==> src/rtl/riscv_pkg.sv <==
// Shared RISC-V platform types and CLINT register offsets.
package riscv_pkg;

  typedef struct packed {
    logic meip;
    logic mtip;
    logic msip;
  } interrupt_t;

  localparam int unsigned ClintMsipOff       = 'h00;
  localparam int unsigned ClintMtimecmpLoOff = 'h08;
  localparam int unsigned ClintMtimecmpHiOff = 'h0C;
  localparam int unsigned ClintMtimeLoOff    = 'h10;
  localparam int unsigned ClintMtimeHiOff    = 'h14;

  // Merge the enabled bytes of wr_data into old_word.
  function automatic logic [31:0] apply_byte_wr(input logic [31:0] old_word,
                                                input logic [31:0] wr_data,
                                                input logic [3:0]  byte_en);
    logic [31:0] merged;
    merged = old_word;
    for (int b = 0; b < 4; b++) begin
      if (byte_en[b]) merged[b*8 +: 8] = wr_data[b*8 +: 8];
    end
    return merged;
  endfunction

endpackage

==> src/rtl/sync_flops.sv <==
// Multi-stage synchroniser for an asynchronous level input.
module sync_flops #(
  parameter int unsigned SYNC_STAGES = 2
) (
  input  logic i_clk,
  input  logic i_rst,
  input  logic i_async,
  output logic o_sync
);

  logic [SYNC_STAGES-1:0] sync_q;

  always_ff @(posedge i_clk or posedge i_rst) begin
    if (i_rst) begin
      sync_q <= '0;
    end else begin
      sync_q <= {sync_q[SYNC_STAGES-2:0], i_async};
    end
  end

  assign o_sync = sync_q[SYNC_STAGES-1];

endmodule

==> src/rtl/clint_timer.sv <==
// Core-local interrupt/timer: mtime, mtimecmp, msip and synchronised external irq,
// exposed as a small MMIO register window with one-cycle registered reads.
module clint_timer
  import riscv_pkg::*;
#(
  parameter int unsigned ADDR_WIDTH  = 5,
  parameter int unsigned TICK_DIV    = 1,
  parameter int unsigned SYNC_STAGES = 2
) (
  input  logic                  i_clk,
  input  logic                  i_rst,
  input  logic [ADDR_WIDTH-1:0] i_addr,
  input  logic [31:0]           i_wr_data,
  input  logic [3:0]            i_byte_wr_en,
  input  logic                  i_rd_en,
  output logic [31:0]           o_rd_data,
  input  logic                  i_ext_irq,
  output logic [63:0]           o_mtime,
  output interrupt_t            o_interrupts
);

  localparam int unsigned PrescW = (TICK_DIV > 1) ? $clog2(TICK_DIV) : 1;

  logic [PrescW-1:0]     presc_q, presc_d;
  logic                  tick;
  logic [63:0]           mtime_q, mtime_d;
  logic [63:0]           mtimecmp_q, mtimecmp_d;
  logic                  msip_q, msip_d;
  logic                  mtip_q, mtip_d;
  logic [31:0]           shadow_q, shadow_d;
  logic [31:0]           rd_data_q, rd_data_d;
  logic [31:0]           rd_word;
  logic                  meip_sync;
  logic [ADDR_WIDTH-1:0] word_addr;
  logic                  wr_any;
  logic                  sel_msip, sel_cmp_lo, sel_cmp_hi, sel_mtime_lo, sel_mtime_hi;
  logic                  unused_addr_lsbs;

  assign unused_addr_lsbs = ^i_addr[1:0];

  assign word_addr    = {i_addr[ADDR_WIDTH-1:2], 2'b00};
  assign wr_any       = |i_byte_wr_en;
  assign sel_msip     = (word_addr == ADDR_WIDTH'(ClintMsipOff));
  assign sel_cmp_lo   = (word_addr == ADDR_WIDTH'(ClintMtimecmpLoOff));
  assign sel_cmp_hi   = (word_addr == ADDR_WIDTH'(ClintMtimecmpHiOff));
  assign sel_mtime_lo = (word_addr == ADDR_WIDTH'(ClintMtimeLoOff));
  assign sel_mtime_hi = (word_addr == ADDR_WIDTH'(ClintMtimeHiOff));

  always_comb begin
    tick    = (presc_q == PrescW'(TICK_DIV - 1));
    presc_d = tick ? '0 : presc_q + PrescW'(1);
  end

  // An mtime write suppresses that cycle's increment; unwritten bytes keep the old value.
  always_comb begin
    mtime_d = mtime_q;
    if (wr_any && (sel_mtime_lo || sel_mtime_hi)) begin
      if (sel_mtime_lo) mtime_d[31:0]  = apply_byte_wr(mtime_q[31:0], i_wr_data, i_byte_wr_en);
      if (sel_mtime_hi) mtime_d[63:32] = apply_byte_wr(mtime_q[63:32], i_wr_data, i_byte_wr_en);
    end else if (tick) begin
      mtime_d = mtime_q + 64'd1;
    end
  end

  always_comb begin
    mtimecmp_d = mtimecmp_q;
    msip_d     = msip_q;
    if (sel_cmp_lo) mtimecmp_d[31:0]  = apply_byte_wr(mtimecmp_q[31:0], i_wr_data, i_byte_wr_en);
    if (sel_cmp_hi) mtimecmp_d[63:32] = apply_byte_wr(mtimecmp_q[63:32], i_wr_data, i_byte_wr_en);
    if (sel_msip && i_byte_wr_en[0]) msip_d = i_wr_data[0];
    // Compare on next-state values so mtip tracks the register update without lag.
    mtip_d = (mtime_d >= mtimecmp_d);
  end

  always_comb begin
    rd_word = '0;
    if (sel_msip)     rd_word = {31'b0, msip_q};
    if (sel_cmp_lo)   rd_word = mtimecmp_q[31:0];
    if (sel_cmp_hi)   rd_word = mtimecmp_q[63:32];
    if (sel_mtime_lo) rd_word = mtime_q[31:0];
    if (sel_mtime_hi) rd_word = shadow_q;
    rd_data_d = i_rd_en ? rd_word : rd_data_q;
    shadow_d  = (i_rd_en && sel_mtime_lo) ? mtime_q[63:32] : shadow_q;
  end

  always_ff @(posedge i_clk or posedge i_rst) begin
    if (i_rst) begin
      presc_q    <= '0;
      mtime_q    <= '0;
      mtimecmp_q <= '1;
      msip_q     <= 1'b0;
      mtip_q     <= 1'b0;
      shadow_q   <= '0;
      rd_data_q  <= '0;
    end else begin
      presc_q    <= presc_d;
      mtime_q    <= mtime_d;
      mtimecmp_q <= mtimecmp_d;
      msip_q     <= msip_d;
      mtip_q     <= mtip_d;
      shadow_q   <= shadow_d;
      rd_data_q  <= rd_data_d;
    end
  end

  sync_flops #(
    .SYNC_STAGES(SYNC_STAGES)
  ) u_ext_irq_sync (
    .i_clk  (i_clk),
    .i_rst  (i_rst),
    .i_async(i_ext_irq),
    .o_sync (meip_sync)
  );

  assign o_rd_data    = rd_data_q;
  assign o_mtime      = mtime_q;
  assign o_interrupts = {meip_sync, mtip_q, msip_q};

endmodule

==> config.mk <==
export PLATFORM = sky130hd
export DESIGN_NAME = clint_timer
export DESIGN_NICKNAME = d
export VERILOG_FILES = /design/src/rtl/riscv_pkg.sv /design/src/rtl/sync_flops.sv /design/src/rtl/clint_timer.sv
export SDC_FILE = /design/constraint.sdc
export NUM_CORES = 1
export LEC_CHECK = 0
export CORE_ASPECT_RATIO = 0.9
export CORE_MARGIN = 10
export CORE_UTILIZATION = 61
export CTS_CLUSTER_DIAMETER = 50
export CTS_CLUSTER_SIZE = 12
export DETAILED_ROUTE_END_ITERATION = 8
export GPL_ROUTABILITY_DRIVEN = 0
export MAX_ROUTING_LAYER = met4
export PLACE_DENSITY_LB_ADDON = 0.12
export SKIP_LAST_GASP = 1
export SLEW_MARGIN = 30
export SYNTH_ARGS = -nofsm -noshare
export SYNTH_HDL_FRONTEND = slang
export SYNTH_SLANG_ARGS = --single-unit
==> constraint.sdc <==
create_clock -name i_clk -period 18.6 [get_ports i_clk]
set_input_delay 5.58 -clock i_clk [delete_from_list [all_inputs] [get_ports i_clk]]
set_output_delay 5.58 -clock i_clk [all_outputs]
set_load 0.005 [all_outputs]
==> results_dict.tcl, run 1 <==
set metrics [dict create \
    status "complete, no violations" \
    crit_path_start_kind "input pin" \
    grt_max_degree 128 \
    powerDensity_nw_per_um2 116 \
    nets 1301 \
    ctsHoldBuffers 0 \
    antenna_found_initial 1 \
    cts-root-buf "clkbuf_16" \
    syn-num-nets 1184 \
    drtAntennaViolNets 0 \
    relSlewSlack 0.339 \
    fin_skew_ps 10.5 \
    die-area_um2 24400 \
    seq_area_frac_synth 0.441 \
    grt_util_all_layers 0.274 \
    reg2reg_depth 13 \
    cts_inserted_buffers 17 \
    synthTopCellsByCount "dfrtp_1, mux2i_1, nor2_1" \
    post_drt_wl_per_cell_um 22.7 \
    vias_per_cell 6.51 \
    synth_edf_count 0 \
    synth_area_leaders "dfrtp_1, dfstp_2, mux2_2" \
    syn_area_um2 11300 \
    grt_pass1_wl_um 51600 \
    hpwl_um 23200 \
    core-area_um2 18300 \
    fmax_mhz 97.3 \
    gr-max-usage-layer "met2" \
    worstPathRequired_ps 18920 \
    fp.dieH_um 149 \
    crit_fanout 23 \
    synthAdderAreaFrac 0.0720 \
    fin_crit_ps 10280 \
    seqPwrFrac 0.415 \
    area_growth_pct 19.6 \
    synth_compound_area_frac 0.152 \
    synth_xor_area_frac 0.000775 \
    swShare 0.337 \
    min_period_over_period 0.553 \
    slew_viol_final 0 \
    p_switching_mw 0.526 \
    firstDrtPassIters 7 \
    yosys.cell_types.count 64 \
    hold_viol_final 0 \
    yosys.area.top_type "dfrtp_1" \
    cts.sinks 196 \
    yosys.cell_count.top_type "dfrtp_1" \
    placementRows 47 \
    preCtsSetupSlack_ps 8000 \
    share_comb_of_total_power 0.327 \
    fin_ws_ps 8320 \
    grtUsageMet3 0.0582 \
    timing.setup.tns_ps 0 \
    clock_path_buffers 2 \
    synth_simple_gate_area_frac 0.135 \
    routed-via-count 9441 \
    whs_path_depth 0 \
    cts_max_level 4 \
    synth_top_area_frac 0.292 \
    cts_resized 0 \
    ioPinCount 144 \
    worstSetupPathType "input pin to flop" \
    use_met2 0.403 \
    cap_violations 0 \
    worst_pin_slew_ps 992 \
    met1_usage 0.373 \
    power_frac_clock 0.258 \
    drive_gt1_frac 0.170 \
    power_leakage_nw 5.77 \
    ys.flop_type "dfrtp_1" \
    drtIter0Drc 1031 \
    fp.dieW_um 163 \
    hold_class "flop to flop" \
    end_kind "flop" \
    drc 0 \
    syn_area_per_cell_um2 10.5 \
    port_buffers 141 \
    routed_wl_um 32900 \
    async_reset_ff_frac 1.00 \
    ys_warn_count 0 \
    arrival_ps 10600 \
    synth_seq_cells 196 \
    setup_viol 0 \
    finish.utilization 0.739 \
    internal_power_mw 1.04 \
    synth_top_family_by_area "multiplexers" \
    tritoncts "done" \
    synthMuxAreaShare 0.153 \
    grt_setup_unrepaired "false" \
    clock_latency_ps 450 \
    cts_setup_buffers 0 \
    grt_pass1_vias 9325 \
    clk_pin_slew_ps 70 \
    netlist_instances 1074 \
    ir_drop_mv 0.0761 \
    overflow 0 \
    initial_core_util 0.618 \
]
[registers in the layout (all words and copies together) (netlist names)]
signal,cells
mtimecmp_q,64
o_mtime,64
o_rd_data,32
shadow_q,32
u_ext_irq_sync.sync_q,2
msip_q,1
mtip_q,1
[stage by stage]
step	hold slack [ps]	instances	total power [mW]	area, um2
floorplan	331	1074	0.932	11300
global placement	334	1416	1.14	12900
detailed placement	345	1416	1.15	12900
CTS	357	1448	1.56	13500
global route	370	1450	1.65	13500
finish	354	1450	1.56	13500
[metal layers]
layer,part of all wire,wire length [um]
met1,0.44,14400
met2,0.45,14900
met3,0.094,3090
met4,0.017,543
met5,0,0
[cell type report]
class                   instances  area [um2]
diodes                          1        2.50
inverters                      73         282
fillers                      1314        4770
well taps                     245         307
clock buffers                  23         498
repair buffers                151        1500
clock inverters                 9         138
flip-flops and latches        196        4980
multi-input cells             752        5810
[critical path, cell delays in order]
cell             delay (ps)
clkdlybuf4s50_1         630
nand2b_1                580
buf_4                   480
o21ai_1                 310
nor4_4                  490
and4_1                  400
a211oi_1                110
a311o_1                 320
ha_1                    320
a41o_1                  190
a21oi_1                 240
nor4_1                   70
or4_1                   540
a211oi_1                260
o31ai_1                 100
[cells by family after synthesis]
family,after synthesis
and+or+nand+nor,285
AOI/OAI and AO/OA,238
DFF,196
muxes,163
buffers and inverters,126
adders and majority gates,65
xor gates and xnor gates,1
[final timing paths]
check | to | slack (ps) | start
min reg2reg | u_ext_irq_sync.sync_q[1] | 350 | u_ext_irq_sync.sync_q[0]
min | u_ext_irq_sync.sync_q[1] | 350 | u_ext_irq_sync.sync_q[0]
max reg2reg | mtip_q | 13660 | o_mtime[16]
min in group asynchronous | u_ext_irq_sync.sync_q[0] | 5500 | i_rst
max | mtip_q | 8320 | i_addr[3]
max in group asynchronous | o_mtime[21] | 11920 | i_rst
[placed cells by master, fill, tap and decap left out, drive strengths merged, types with 19 or more instances in the layout]
cell and n:
dfstp 64, o21ai 20, o21a 35, a211oi 48, mux2i 82, inv 76
nor2 83, nor3 27, o221ai 32, mux2 81, clkbuf 23, dfrtp 132
nand3 30, ha 65, nand2 48, nand4 19, clkdlybuf4s50 139, a21oi 39
[power by group through the flow]
stage / Clock (mW) / Sequential [mW] / Combinational [mW]
CTS: 0.405 / 0.646 / 0.509
floorplan: 0 / 0.621 / 0.311
detailed placement: 0 / 0.652 / 0.502
global placement: 0 / 0.647 / 0.488
global route: 0.423 / 0.662 / 0.566
finish: 0.402 / 0.649 / 0.511
(Power assumes the default switching activity.)
==> inputs of run 2 (changes only) <==
CORE_UTILIZATION = 51   (was 61)
clock period = 9.02 ns   (was 18.6 ns; I/O delays follow)
==> results_dict.tcl, run 2 (synthesized netlist as in run 1, its figures left out) <==
set metrics [dict create \
    status "complete, no violations" \
    fp.dieH_um 161 \
    grt_pass1_wl_um 53300 \
    area_growth_pct 19.8 \
    setup_viol 0 \
    post_drt_wl_per_cell_um 22.4 \
    arrival_ps 7400 \
    ioPinCount 144 \
    port_buffers 141 \
    drtIter0Drc 966 \
    power_leakage_nw 5.75 \
    clock_latency_ps 450 \
    hpwl_um 24300 \
    grt_max_degree 134 \
    worst_pin_slew_ps 942 \
    clock_path_buffers 2 \
    ctsHoldBuffers 0 \
    initial_core_util 0.521 \
    overflow 0 \
    power.total_mw 3.17 \
    crit_path_start_kind "input pin" \
    cts_resized 0 \
    nets 1303 \
    hold_class "flop to flop" \
    slew_viol_final 0 \
    cap_violations 0 \
    core-area_um2 21700 \
    final_area_um2 13500 \
    ir_drop_mv 0.121 \
    crit_fanout 15 \
    fin_skew_ps 9.65 \
    reg2reg_slack_ps 4270 \
    grt_pass1_vias 9274 \
    grt_setup_unrepaired "false" \
    worstPathRequired_ps 9340 \
    cts_setup_buffers 0 \
    drc 0 \
    fin_crit_ps 7080 \
    tritoncts "done" \
    min_period_over_period 0.785 \
    cts_max_level 4 \
    mostFrequentLayoutCell "clkdlybuf4s50_1" \
    relSlewSlack 0.372 \
    reg2reg_depth 13 \
    clk_pin_slew_ps 70 \
    placementRows 51 \
    routed_wl_um 33600 \
    firstDrtPassIters 5 \
    cts.sinks 196 \
    placed_area_um2 12900 \
    drtAntennaViolNets 0 \
    end_kind "flop" \
    antenna_found_initial 2 \
    whs_path_depth 0 \
    grt_util_all_layers 0.241 \
    layout_common_cells "clkdlybuf4s50_1, dfrtp_1, mux2i_1, nor2_1, mux2_2" \
    vias_per_cell 6.19 \
    die-area_um2 28500 \
    hold_viol_final 0 \
    cts-root-buf "clkbuf_16" \
    cts_inserted_buffers 17 \
    routed-via-count 9272 \
    worstSetupPathType "input pin to flop" \
    fmax_mhz 141 \
    timing.setup.tns_ps 0 \
    drive_gt1_frac 0.172 \
    powerDensity_nw_per_um2 235 \
    fp.dieW_um 177 \
]
-- run 2: changes by cell type in the layout (fill, tap and decap cells not counted) --
cell and change:
buf_16 -1, buf_4 +3, bufinv_16 -1, clkbuf_8 -4, clkinv_2 +2, clkinv_8 +1, clkinvlp_4 +1, diode_2 +1
inv_8 +1
-- run 2: final timing paths --
check,to,start
worst min-delay path,u_ext_irq_sync.sync_q[1],u_ext_irq_sync.sync_q[0]
worst max register to register,mtip_q,o_mtime[16]
max in group asynchronous,o_mtime[44],i_rst
min in group asynchronous,o_rd_data[4],i_rst
worst max-delay path,mtip_q,i_addr[3]
worst min register to register,u_ext_irq_sync.sync_q[1],u_ext_irq_sync.sync_q[0]
-- run 2: report_power, final --
part	switching, mW	total (mW)	internal (mW)
combinational	0.521	1.05	0.528
clock	0.365	0.786	0.422
sequential	0.210	1.34	1.13
total	1.10	3.17	2.08
-- run 2: cell type report --
| type | count | area, um2 |
|---|---|---|
| antenna | 2 | 5.00 |
| clock buffer | 19 | 443 |
| clock inverter | 13 | 148 |
| fill | 1837 | 8160 |
| inverter | 73 | 287 |
| multi-input combinational | 752 | 5810 |
| sequential | 196 | 4980 |
| tap | 291 | 364 |
| timing repair buffer | 153 | 1490 |
-- run 2: critical path, cell delays in order --
cell             delay [ps]
clkdlybuf4s50_1         550
nand2b_1                500
buf_4                   370
nor2_1                  450
nand2_1                 390
nand2_1                 370
a21oi_1                 110
a211oi_1                340
ha_1                    300
and3_1                  200
a221oi_1                250
o21a_1                  290
o211ai_1                190
a21oi_1                 250
o31ai_1                 110
-- run 2: layer usage --
metal  vias up  global-route usage  routed length, um
li1       4244                   -                  -
met1      4573               0.341              15600
met2       421               0.353              15000
met3        34              0.0422               2580
met4         0              0.0607                473
met5         -                   -                  0
-- run 2: through the flow --
stage | worst slack (ps) | hold WS [ps] | util | instances
finish | 1940 | 354 | 0.624 | 1499
global route | 1770 | 360 | 0.624 | 1499
CTS | 2010 | 357 | 0.623 | 1497
detailed placement | 1600 | 346 | 0.596 | 1465
global placement | 1630 | 335 | 0.596 | 1465
floorplan | 1080 | 331 | - | 1074
